File: src/rtl/sparse_matrix_pkg.sv
// sparse_matrix_pkg: shared sizing, the coordinate-entry struct, the
// power-on matrix contents and the scanner state encoding.
package sparse_matrix_pkg;

  localparam int N_ENTRIES = 15;
  localparam int W         = 16;
  localparam int IDX_W     = 4;

  typedef struct packed {
    logic [W-1:0] row;
    logic [W-1:0] col;
    logic [W-1:0] data;
  } entry_t;

  typedef entry_t [N_ENTRIES-1:0] matrix_t;

  typedef enum logic [1:0] {
    IDLE = 2'd0,
    SCAN = 2'd1,
    DONE = 2'd2
  } scan_state_e;

  function automatic entry_t ent(input int r, input int c, input int d);
    entry_t e;
    e.row  = W'(r);
    e.col  = W'(c);
    e.data = W'(d);
    return e;
  endfunction

  // Highest slot first so that DEFAULT_MATRIX[k] is slot k.
  localparam matrix_t DEFAULT_MATRIX = {
    ent(7, 7, 15), ent(6, 6, 14), ent(6, 2, 13), ent(5, 5, 12), ent(5, 1, 11),
    ent(4, 4, 10), ent(4, 0,  9), ent(3, 3,  8), ent(3, 1,  7), ent(2, 2,  6),
    ent(2, 0,  5), ent(1, 3,  4), ent(1, 1,  3), ent(0, 2,  2), ent(0, 0,  1)
  };

endpackage

File: src/rtl/coo_scanner.sv
// coo_scanner: walks all storage slots in ascending order, one per clock,
// and emits every slot whose row (select=0) or column (select=1) equals
// the number latched at start.
//   clk, rst          : clock, async active-low reset
//   start             : begin a scan (only honoured in IDLE)
//   row_col_select    : 0 = match rows, 1 = match columns
//   row_col_number    : value to match
//   tree_row/col/data : storage contents, read combinationally
//   busy              : scan in progress (SCAN or DONE)
//   out_valid         : row/col/value carry a matching slot this cycle
//   row/col/value     : last matching slot (held when out_valid=0)
//   done              : one-cycle pulse after the scan finishes
module coo_scanner
  import sparse_matrix_pkg::*;
(
  input  logic                          clk,
  input  logic                          rst,
  input  logic                          start,
  input  logic                          row_col_select,
  input  logic [W-1:0]                  row_col_number,
  input  logic [N_ENTRIES-1:0][W-1:0]   tree_row,
  input  logic [N_ENTRIES-1:0][W-1:0]   tree_col,
  input  logic [N_ENTRIES-1:0][W-1:0]   tree_data,
  output logic                          busy,
  output logic                          out_valid,
  output logic [W-1:0]                  row,
  output logic [W-1:0]                  col,
  output logic [W-1:0]                  value,
  output logic                          done
);

  scan_state_e      state_q, state_d;
  logic [IDX_W-1:0] idx_q, idx_d;
  logic             sel_q, sel_d;
  logic [W-1:0]     num_q, num_d;
  logic             out_valid_q, out_valid_d;
  logic [W-1:0]     row_q, row_d, col_q, col_d, value_q, value_d;
  logic             done_q, done_d;
  logic [W-1:0]     key;

  always_comb begin
    state_d     = state_q;
    idx_d       = idx_q;
    sel_d       = sel_q;
    num_d       = num_q;
    out_valid_d = 1'b0;
    row_d       = row_q;
    col_d       = col_q;
    value_d     = value_q;
    done_d      = 1'b0;
    key         = sel_q ? tree_col[idx_q] : tree_row[idx_q];
    unique case (state_q)
      IDLE: begin
        if (start) begin
          sel_d   = row_col_select;
          num_d   = row_col_number;
          idx_d   = '0;
          state_d = SCAN;
        end
      end
      SCAN: begin
        // Storage is read before any same-edge write lands, so a slot
        // rewritten in its own compare cycle is judged on old contents.
        if (key == num_q) begin
          out_valid_d = 1'b1;
          row_d       = tree_row[idx_q];
          col_d       = tree_col[idx_q];
          value_d     = tree_data[idx_q];
        end
        if (idx_q == IDX_W'(N_ENTRIES - 1)) state_d = DONE;
        else                                 idx_d   = idx_q + IDX_W'(1);
      end
      DONE: begin
        // done is registered so it lands one cycle after the DONE state,
        // i.e. 16 edges after the start edge.
        done_d  = 1'b1;
        state_d = IDLE;
      end
      default: state_d = IDLE;
    endcase
  end

  always_ff @(posedge clk or negedge rst) begin
    if (!rst) begin
      state_q     <= IDLE;
      idx_q       <= '0;
      sel_q       <= 1'b0;
      num_q       <= '0;
      out_valid_q <= 1'b0;
      row_q       <= '0;
      col_q       <= '0;
      value_q     <= '0;
      done_q      <= 1'b0;
    end else begin
      state_q     <= state_d;
      idx_q       <= idx_d;
      sel_q       <= sel_d;
      num_q       <= num_d;
      out_valid_q <= out_valid_d;
      row_q       <= row_d;
      col_q       <= col_d;
      value_q     <= value_d;
      done_q      <= done_d;
    end
  end

  assign busy      = (state_q != IDLE);
  assign out_valid = out_valid_q;
  assign row       = row_q;
  assign col       = col_q;
  assign value     = value_q;
  assign done      = done_q;

endmodule

File: src/rtl/sparse_matrix_tree.sv
// sparse_matrix_tree: 15-slot coordinate-form sparse matrix store with a
// write port and a row/column scanner streaming matching (row,col,value).
//   clk, rst                  : clock, async active-low reset
//   wr_en, wr_idx             : write slot wr_idx (15 is ignored)
//   wr_row/wr_col/wr_data     : entry written
//   start, row_col_select,
//   row_col_number            : scan request
//   busy, out_valid, row, col,
//   value, done               : scan results
module sparse_matrix_tree
  import sparse_matrix_pkg::*;
(
  input  logic             clk,
  input  logic             rst,
  input  logic             wr_en,
  input  logic [IDX_W-1:0] wr_idx,
  input  logic [W-1:0]     wr_row,
  input  logic [W-1:0]     wr_col,
  input  logic [W-1:0]     wr_data,
  input  logic             start,
  input  logic             row_col_select,
  input  logic [W-1:0]     row_col_number,
  output logic             busy,
  output logic             out_valid,
  output logic [W-1:0]     row,
  output logic [W-1:0]     col,
  output logic [W-1:0]     value,
  output logic             done
);

  logic [N_ENTRIES-1:0][W-1:0] tree_row_q, tree_row_d;
  logic [N_ENTRIES-1:0][W-1:0] tree_col_q, tree_col_d;
  logic [N_ENTRIES-1:0][W-1:0] tree_data_q, tree_data_d;

  always_comb begin
    tree_row_d  = tree_row_q;
    tree_col_d  = tree_col_q;
    tree_data_d = tree_data_q;
    if (wr_en && (wr_idx < IDX_W'(N_ENTRIES))) begin
      tree_row_d[wr_idx]  = wr_row;
      tree_col_d[wr_idx]  = wr_col;
      tree_data_d[wr_idx] = wr_data;
    end
  end

  always_ff @(posedge clk or negedge rst) begin
    if (!rst) begin
      for (int i = 0; i < N_ENTRIES; i++) begin
        tree_row_q[i]  <= DEFAULT_MATRIX[i].row;
        tree_col_q[i]  <= DEFAULT_MATRIX[i].col;
        tree_data_q[i] <= DEFAULT_MATRIX[i].data;
      end
    end else begin
      tree_row_q  <= tree_row_d;
      tree_col_q  <= tree_col_d;
      tree_data_q <= tree_data_d;
    end
  end

  coo_scanner u_scan (
    .clk            (clk),
    .rst            (rst),
    .start          (start),
    .row_col_select (row_col_select),
    .row_col_number (row_col_number),
    .tree_row       (tree_row_q),
    .tree_col       (tree_col_q),
    .tree_data      (tree_data_q),
    .busy           (busy),
    .out_valid      (out_valid),
    .row            (row),
    .col            (col),
    .value          (value),
    .done           (done)
  );

endmodule

File: config.mk
export PLATFORM = sky130hd
export DESIGN_NAME = sparse_matrix_tree
export DESIGN_NICKNAME = d
export VERILOG_FILES = /design/src/rtl/sparse_matrix_pkg.sv /design/src/rtl/coo_scanner.sv /design/src/rtl/sparse_matrix_tree.sv
export SDC_FILE = /design/constraint.sdc
export NUM_CORES = 1
export LEC_CHECK = 0
export BUFFER_PORTS_ARGS = -buffer_cell sky130_fd_sc_hd__buf_2
export CAP_MARGIN = 20
export CORE_MARGIN = 2
export CORE_UTILIZATION = 61
export DETAILED_ROUTE_END_ITERATION = 16
export GPL_ROUTABILITY_DRIVEN = 0
export GPL_TIMING_DRIVEN = 0
export PLACE_DENSITY = 0.77
export SLEW_MARGIN = 0
export SYNTH_ARGS = -nofsm -noshare
export SYNTH_HDL_FRONTEND = slang
export SYNTH_SLANG_ARGS = --single-unit
File: constraint.sdc
create_clock -name clk -period 10.4 [get_ports clk]
set_clock_uncertainty 0.15 [all_clocks]
set_input_delay 1.56 -clock clk [delete_from_list [all_inputs] [get_ports clk]]
set_output_delay 1.56 -clock clk [all_outputs]
set_load 0.02 [all_outputs]
==> results of run 1 <==
[metrics by stage]
stage	hold slack, ns	setup TNS [ns]
final	0.3322	0
after global routing	0.3507	0
after CTS	0.3339	0
after detailed placement	0.3206	0
after global placement	0.3138	-5948.95
after floorplan	0.3086	0
[final timing paths]
path / startpoint / endpoint
max: u_scan.idx_q[0] / u_scan.value[0]
min: u_scan.col[13] / u_scan.col[13]
max reg2reg: u_scan.idx_q[0] / u_scan.value[0]
min reg2reg: u_scan.col[13] / u_scan.col[13]
max in group asynchronous: rst / tree_data_q[23]
min in group asynchronous: rst / u_scan.col[12]
[cells in the final DEF, fill, tap and decap left out, drive strengths merged, types with 3 or more instances in the layout]
cell type	count
a211oi	12
a21o	5
a21oi	30
a221o	23
a221oi	17
a22o	10
a22oi	52
a2bb2oi	3
a311oi	11
a31oi	6
and2	3
buf	239
bufinv	11
clkbuf	233
clkinv	16
dfrtp	722
dfstp	71
diode	5
inv	20
mux2	797
mux2i	173
mux4	86
nand2	43
nand2b	13
nand3	28
nand3b	4
nand4	6
nor2	34
nor2b	21
nor3	6
o2111ai	3
o21ai	56
o22ai	3
or2	3
or3	3
xnor2	12
[registers in the layout, summed over array words and instances (netlist names)]
signal,flops
tree_data_q,240
u_scan.sel_q,1
u_scan.col,16
u_scan.state_q,2
u_scan.done,1
u_scan.out_valid,1
u_scan.value,16
u_scan.idx_q,4
tree_col_q,240
tree_row_q,240
u_scan.row,16
u_scan.num_q,16
[critical path: stages (launching register included)]
cell	delay, ns
sky130_fd_sc_hd__dfrtp_1	0.38
sky130_fd_sc_hd__buf_2	0.37
sky130_fd_sc_hd__nor2b_1	0.51
sky130_fd_sc_hd__clkbuf_1	0.87
sky130_fd_sc_hd__clkbuf_1	0.85
sky130_fd_sc_hd__a221o_1	0.32
sky130_fd_sc_hd__a21oi_1	0.13
sky130_fd_sc_hd__nor3_1	0.46
sky130_fd_sc_hd__xnor2_1	0.21
sky130_fd_sc_hd__nand4_1	0.13
sky130_fd_sc_hd__nor4_2	0.70
sky130_fd_sc_hd__buf_6	0.29
sky130_fd_sc_hd__buf_6	0.28
sky130_fd_sc_hd__mux2_1	0.36
[cells by family after synthesis]
logic type | count (synthesis) | synth area share, %
AO/OA/AOI/OAI | 243 | 4.736
XOR/XNOR | 13 | 0.3137
AND/OR/NAND/NOR | 172 | 2.375
multiplexers | 1056 | 34.83
buffers and inverters | 235 | 2.761
adder cells (fa/ha/maj) | 2 | 0.06893
flip-flops | 793 | 54.91
[area by class of cell]
cell class | instances | area [sq um] | area share [%]
sequential | 793 | 19930 | 48.58
multi-input combinational | 1486 | 15360 | 37.45
clock buffer | 119 | 2405 | 5.861
tap | 773 | 967.2 | 2.357
timing repair buffer | 138 | 927.1 | 2.260
buffer | 215 | 927.1 | 2.260
clock inverter | 27 | 417.9 | 1.019
inverter | 20 | 75.07 | 0.1830
antenna | 5 | 12.51 | 0.03050
[metal layers]
| layer | vias to the layer above | share of wire (%) | global-route usage [%] |
|---|---|---|---|
| met5 | - | 0.032 | 0 |
| met4 | 6 | 6.2 | 21.75 |
| met3 | 367 | 9.8 | 9.937 |
| met2 | 1297 | 46 | 55.57 |
| met1 | 12650 | 38 | 48.15 |
| li1 | 9719 | - | - |
[power by group]
group,switching (W),internal [W]
clock network,0.00122,0.00187
logic,0.00242,0.00172
registers,0.000398,0.00383
==> impl_summary.txt, run 1 <==
----------------------------------------------------
[STA]
  Setup slack of the critical path after layout ... between 4 and 5 ns
  Total of endpoints with negative setup slack in the final report ... 0
  Max-slew violation count ... 0
  RSZ-0062 raised after global routing ... no
  Portion of the clock cycle consumed by the worst path in the final layout ... roughly 59%
  Min Clock Period, post-route ... a little over 6 ns
  Highest Clock Rate ... about 160 MHz
  Max-slew headroom ... a little under a fifth
  Final hold violations ... 0
  Slew at the pin closest to its max-slew limit ... 1.214 ns

[Place]
  Detailed-placement wirelength estimate ... about 74000 um
  Placed inst area ... roughly 38000 sq um
  Dpl cells ... around 3400
  Worst slack at placement ... around 4.5 ns
  Number of port buffers ... 123

[Detailed routing]
  Antenna-violating nets left ... 0
  Detailed Route WL ... around 110000 um
  Mean routed wirelength per cell ... about 31 um
  DR vias ... ~24000
  Vias per cell ... 6.721
  DRC errors left ... 0
  DRC violation total after the first TritonRoute iteration ... approximately 2600
  Iteration count of the initial detailed-routing pass ... 5

[Clock tree]
  CTS Hold Buffers Added ... 0
  Clock buffer count from CTS ... between 80 and 90
  Clock tree from TritonCTS ... yes
  Buffer depth of the longest clock path ... 3
  Postcts setup bufs ... 0
  H-Tree Depth ... 3
  Clock latency on the worst-skew pair ... 0.64 ns
  Resized Gates After CTS ... 0
  Clock transition at path regs ... 0.06 ns
  Library cell used as clock root buffer ... sky130_fd_sc_hd__clkbuf_16
  Sinks on Clock Net ... slightly below 800

[Critical path]
  Required time reported for the critical path endpoint ... approximately 11 ns
  Reg2reg setup slack ... about 4.2 ns
  Arrival time worst endpoint ... around 6.5 ns
  Highest net fanout along the worst path ... 10
  Critical path capture point type ... register
  Kind of start point of the critical path ... register
  R2R cell count ... 13
  Critical path class ... reg2reg

[Power]
  Overall Power ... between 0.01 and 0.015 W
  Power per cell area ... between 200 and 300 nW/um^2
  Highest ir drop seen on vdd ... roughly 0.18 mV
  Total leakage power ... 17.94 nW

[Global route]
  Antenna violations before repair ... 8
  Global-route wire length before repair ... between 150000 and 200000 um
  GR Util All Layers ... a little under two fifths
  Maximum number of pins on one net before global-route repair ... ~130
  Global route total overflow ... 0
  Via count of the first global-routing pass ... around 25000

[Layout]
  Final design utilization ... between 60% and 70%
  Final non-filler cell total ... between 3000 and 4000
  Proportion of layout cells with a drive suffix above 1 ... 44.78%
  Fin nets ... about 2800
  Area overhead of the layout relative to synthesis ... 13.03%
  Number of filler cells placed in the layout ... 3947
  Final std cell area, no fill ... about 41000 sq um

[Job]
  Number of maximum-capacitance constraint violations ... 0

[Synth]
  Post-synth top area cell ... sky130_fd_sc_hd__dfrtp_1
  Synthesis warning total ... 0
  Async SR Flop Fraction ... between 90% and 100%
  Top flip-flop cell by instance count after synthesis ... sky130_fd_sc_hd__dfrtp_1
  Synth Area per Inst ... 14.44 sq um
  Number of nets produced by synthesis ... between 2000 and 3000
  Count of cell types in the netlist ... between 50 and 60
  Number of enable-type register cells in the synthesized netlist ... 0
  Synthesis-stage register bit count ... about 790
  Cell types occupying the most area after synthesis ... sky130_fd_sc_hd__dfrtp_1, sky130_fd_sc_hd__mux2_2, sky130_fd_sc_hd__mux4_2
  Proportion of netlist area held by the largest area contributor ... around half
  Sequential cell area fraction in the yosys report ... 54.91%
  Dominant cell by count in the synthesized netlist ... sky130_fd_sc_hd__mux2_2
  Synth cell count leaders ... sky130_fd_sc_hd__mux2_2, sky130_fd_sc_hd__dfrtp_1, sky130_fd_sc_hd__mux2i_1, sky130_fd_sc_hd__clkbuf_1, sky130_fd_sc_hd__mux4_2
  Cell area after technology mapping ... 36300 sq um
  Gate Count Post-Synth ... 2514

[Floorplanning]
  Core region area ... about 59000 sq um
  DIE AREA ... 61470 sq um
  Die Span Y ... around 250 um
  Starting Density ... 61.62%
  Number of rows in the core area ... 89
  Number of top-level pins ... approximately 120
  Die X-Extent ... between 200 and 250 um

[Min path]
  Number of cells traversed by the worst hold path ... 1
  Worst Hold Class ... reg2reg

[Outcome]
  Outcome ... complete, no violations

----------------------------------------------------
No activity file was read; power rests on OpenSTA's default activity.
==> run 2, diff against run 1 <==
==> constraint.sdc (replaced) <==
create_clock -name clk -period 5.9 [get_ports clk]
set_clock_uncertainty 0.15 [all_clocks]
set_input_delay 0.885 -clock clk [delete_from_list [all_inputs] [get_ports clk]]
set_output_delay 0.885 -clock clk [all_outputs]
set_load 0.02 [all_outputs]
==> run 2 against run 1 <==
Sequential power increased by 76%. Routed wire length about the same. Critical path depth unchanged. Design area about the same. Clock-buffer cell count unchanged. Worst hold slack got worse by 0.27 ns. Via count decreased by 0.50%. Critical path type unchanged.
==> impl_summary.txt, run 2 (same netlist as run 1, synthesis figures left out) <==
----------------------------------------------------
[Clock tree]
  H-Tree Depth ... 3
  CTS Hold Buffers Added ... 0
  Postcts setup bufs ... 0
  Clock buffer count from CTS ... just over 80
  Clock latency on the worst-skew pair ... roughly 0.64 ns
  Buffer depth of the longest clock path ... 3
  Clock tree from TritonCTS ... yes
  Clock transition at path regs ... approximately 0.060 ns
  Sinks on Clock Net ... 793
  Library cell used as clock root buffer ... sky130_fd_sc_hd__clkbuf_16

[Detailed routing]
  Iteration count of the initial detailed-routing pass ... 6
  DR vias ... 23910
  DRC violation total after the first TritonRoute iteration ... roughly 2600
  Vias per cell ... about 6.7
  Mean routed wirelength per cell ... between 30 and 40 um
  Antenna-violating nets left ... 0
  Detailed Route WL ... between 100000 and 150000 um
  DRC errors left ... 0

[Outcome]
  Outcome ... complete, no violations

[STA]
  Worst hold slack across all endpoints ... between 0.06 and 0.07 ns
  Max-slew headroom ... around 19%
  RSZ-0062 raised after global routing ... no
  Portion of the clock cycle consumed by the worst path in the final layout ... a little under 100%
  Min Clock Period, post-route ... 5.867 ns
  Highest Clock Rate ... 170.5 MHz
  Total of endpoints with negative setup slack in the final report ... 0
  Slew at the pin closest to its max-slew limit ... 1.221 ns
  Max-slew violation count ... 0
  Final hold violations ... 0

[Critical path]
  Most prevalent standard cell on the critical path ... sky130_fd_sc_hd__buf_6
  Critical path capture point type ... register
  Worst path max stage delay ... 0.84 ns
  Launching instance or port of the critical path ... u_scan.idx_q[0]
  Reg2reg setup slack ... around 0.033 ns
  Crit path max-delay family ... buffers and inverters
  Kind of start point of the critical path ... register
  Highest net fanout along the worst path ... 10
  Required time reported for the critical path endpoint ... 6.25 ns
  Slowest library cell on the worst path ... sky130_fd_sc_hd__clkbuf_1
  Arrival time worst endpoint ... 6.22 ns
  Critical path class ... reg2reg
  Buffers & Inverters on Critical Path ... 5
  Launch point of the worst reg-to-reg path ... u_scan.idx_q[0]
  Sequence of cells on the critical path ... buf_2 -> nor2b_1 -> clkbuf_2 -> clkbuf_1 -> a221o_1 -> a21oi_1 -> nor3_1 -> xnor2_1 -> nand4_1 -> nor4_2 -> buf_6 -> buf_6 -> mux2_1

[Layout]
  Most common cell after layout, fill and taps aside ... sky130_fd_sc_hd__mux2_2
  Final std cell area, no fill ... 41040 sq um
  Number of filler cells placed in the layout ... roughly 3900
  Area overhead of the layout relative to synthesis ... 13.06%
  Highest-count cells in the layout ignoring fill and taps ... sky130_fd_sc_hd__mux2_2, sky130_fd_sc_hd__dfrtp_1, sky130_fd_sc_hd__mux2i_1
  Proportion of layout cells with a drive suffix above 1 ... ~45%
  Fin nets ... 2810
  Biggest registers after layout ... tree_col_q: 240 flops, tree_data_q: 240 flops, tree_row_q: 240 flops
  Final non-filler cell total ... between 3000 and 4000

[Place]
  Number of port buffers ... about 120
  Placed inst area ... between 30000 and 40000 sq um
  Detailed-placement wirelength estimate ... 74390 um
  Dpl cells ... about 3400

[Floorplanning]
  Die Span Y ... around 250 um
  Number of rows in the core area ... 89
  DIE AREA ... ~61000 sq um
  Core region area ... around 60000 sq um
  Number of top-level pins ... 124
  Die X-Extent ... 247.9 um
  Starting Density ... between 60% and 70%

[Global route]
  Antenna violations before repair ... 8
  GR Util All Layers ... 36.83%
  Via count of the first global-routing pass ... 25000
  Global route total overflow ... 0
  Global-route wire length before repair ... 162400 um
  Maximum number of pins on one net before global-route repair ... roughly 130

[Power]
  Total leakage power ... 17.94 nW
  Power per cell area ... roughly 500 nW/um^2
  Highest ir drop seen on vdd ... roughly 0.32 mV

[Job]
  Number of maximum-capacitance constraint violations ... 0

[Min path]
  Worst Hold Class ... in2async

----------------------------------------------------
[run 2: changes by cell type in the layout (fill, tap and decap cells not counted)]
cell                       previous run  this run
sky130_fd_sc_hd__diode_2              5         4
sky130_fd_sc_hd__a22oi_2              0         1
sky130_fd_sc_hd__a21oi_1             30        28
sky130_fd_sc_hd__a22oi_1             52        51
sky130_fd_sc_hd__clkbuf_1           133       132
sky130_fd_sc_hd__a21oi_2              0         2
sky130_fd_sc_hd__clkbuf_2             0         1
[run 2: worst reg2reg max path, delay by kind of cell, from the launching register on]
kind	cells	cell delay [ns]
buffers and inverters	5	2.34
and+or+nand+nor	4	1.84
xor gates and xnor gates	1	0.22
AOI/OAI and AO/OA	2	0.44
DFF	1	0.38
muxes	1	0.37
[run 2: where the power goes]
| group | internal [W] | total (W) | leakage [nW] | switching [W] |
|---|---|---|---|---|
| combinational | 0.00303 | 0.00731 | 6.87 | 0.00428 |
| sequential | 0.00675 | 0.00745 | 9.68 | 0.000702 |
| clock | 0.00330 | 0.00547 | 1.40 | 0.00216 |
| total | 0.0131 | 0.0202 | 17.9 | 0.00714 |
[run 2: metal layers]
layer / share of wire [%] / GRT usage (%) / vias up
met5: 0.032 / 0 / -
met4: 6.1 / 21.75 / 6
met3: 9.9 / 9.937 / 359
met2: 46 / 55.57 / 1244
met1: 38 / 48.15 / 12600
li1: - / - / 9708
[run 2: cell type report]
type | count | area [sq um] | area share (%)
multi-input combinational | 1486 | 15380 | 37.47
buffer | 215 | 928.4 | 2.262
antenna | 4 | 10.01 | 0.02439
clock inverter | 27 | 417.9 | 1.018
clock buffer | 119 | 2405 | 5.860
inverter | 20 | 75.07 | 0.1829
timing repair buffer | 138 | 927.1 | 2.259
sequential | 793 | 19930 | 48.57
tap | 773 | 967.2 | 2.357
[run 2: what timing repair did]
| item | 4_1_cts | 5_1_grt |
|---|---|---|
| endpoints found under the hold margin | 0 | 0 |
| endpoints found under the setup margin | 4 | 23 |
| gates resized for setup | 1 | 3 |
[run 2: final timing paths]
path	end	cells past startpoint
min reg2reg	u_scan.col[13]	1
min in group clk	u_scan.num_q[15]	2
max in group asynchronous	tree_data_q[23]	5
max	u_scan.value[0]	13
max reg2reg	u_scan.value[0]	13
min	u_scan.col[12]	1
[run 2: per-stage QoR]
step                      worst slack (ns)  utilization (%)  power, W  setup TNS, ns
final                              0.03320            69.67   0.02023              0
after global routing               0.08182            69.66   0.02085              0
after CTS                          0.02213            69.52   0.01998              0
after detailed placement           0.02532            64.73   0.01452              0
after global placement              -11.87            64.31   0.01425       -8982.17
after floorplan                      2.437                -   0.01188              0
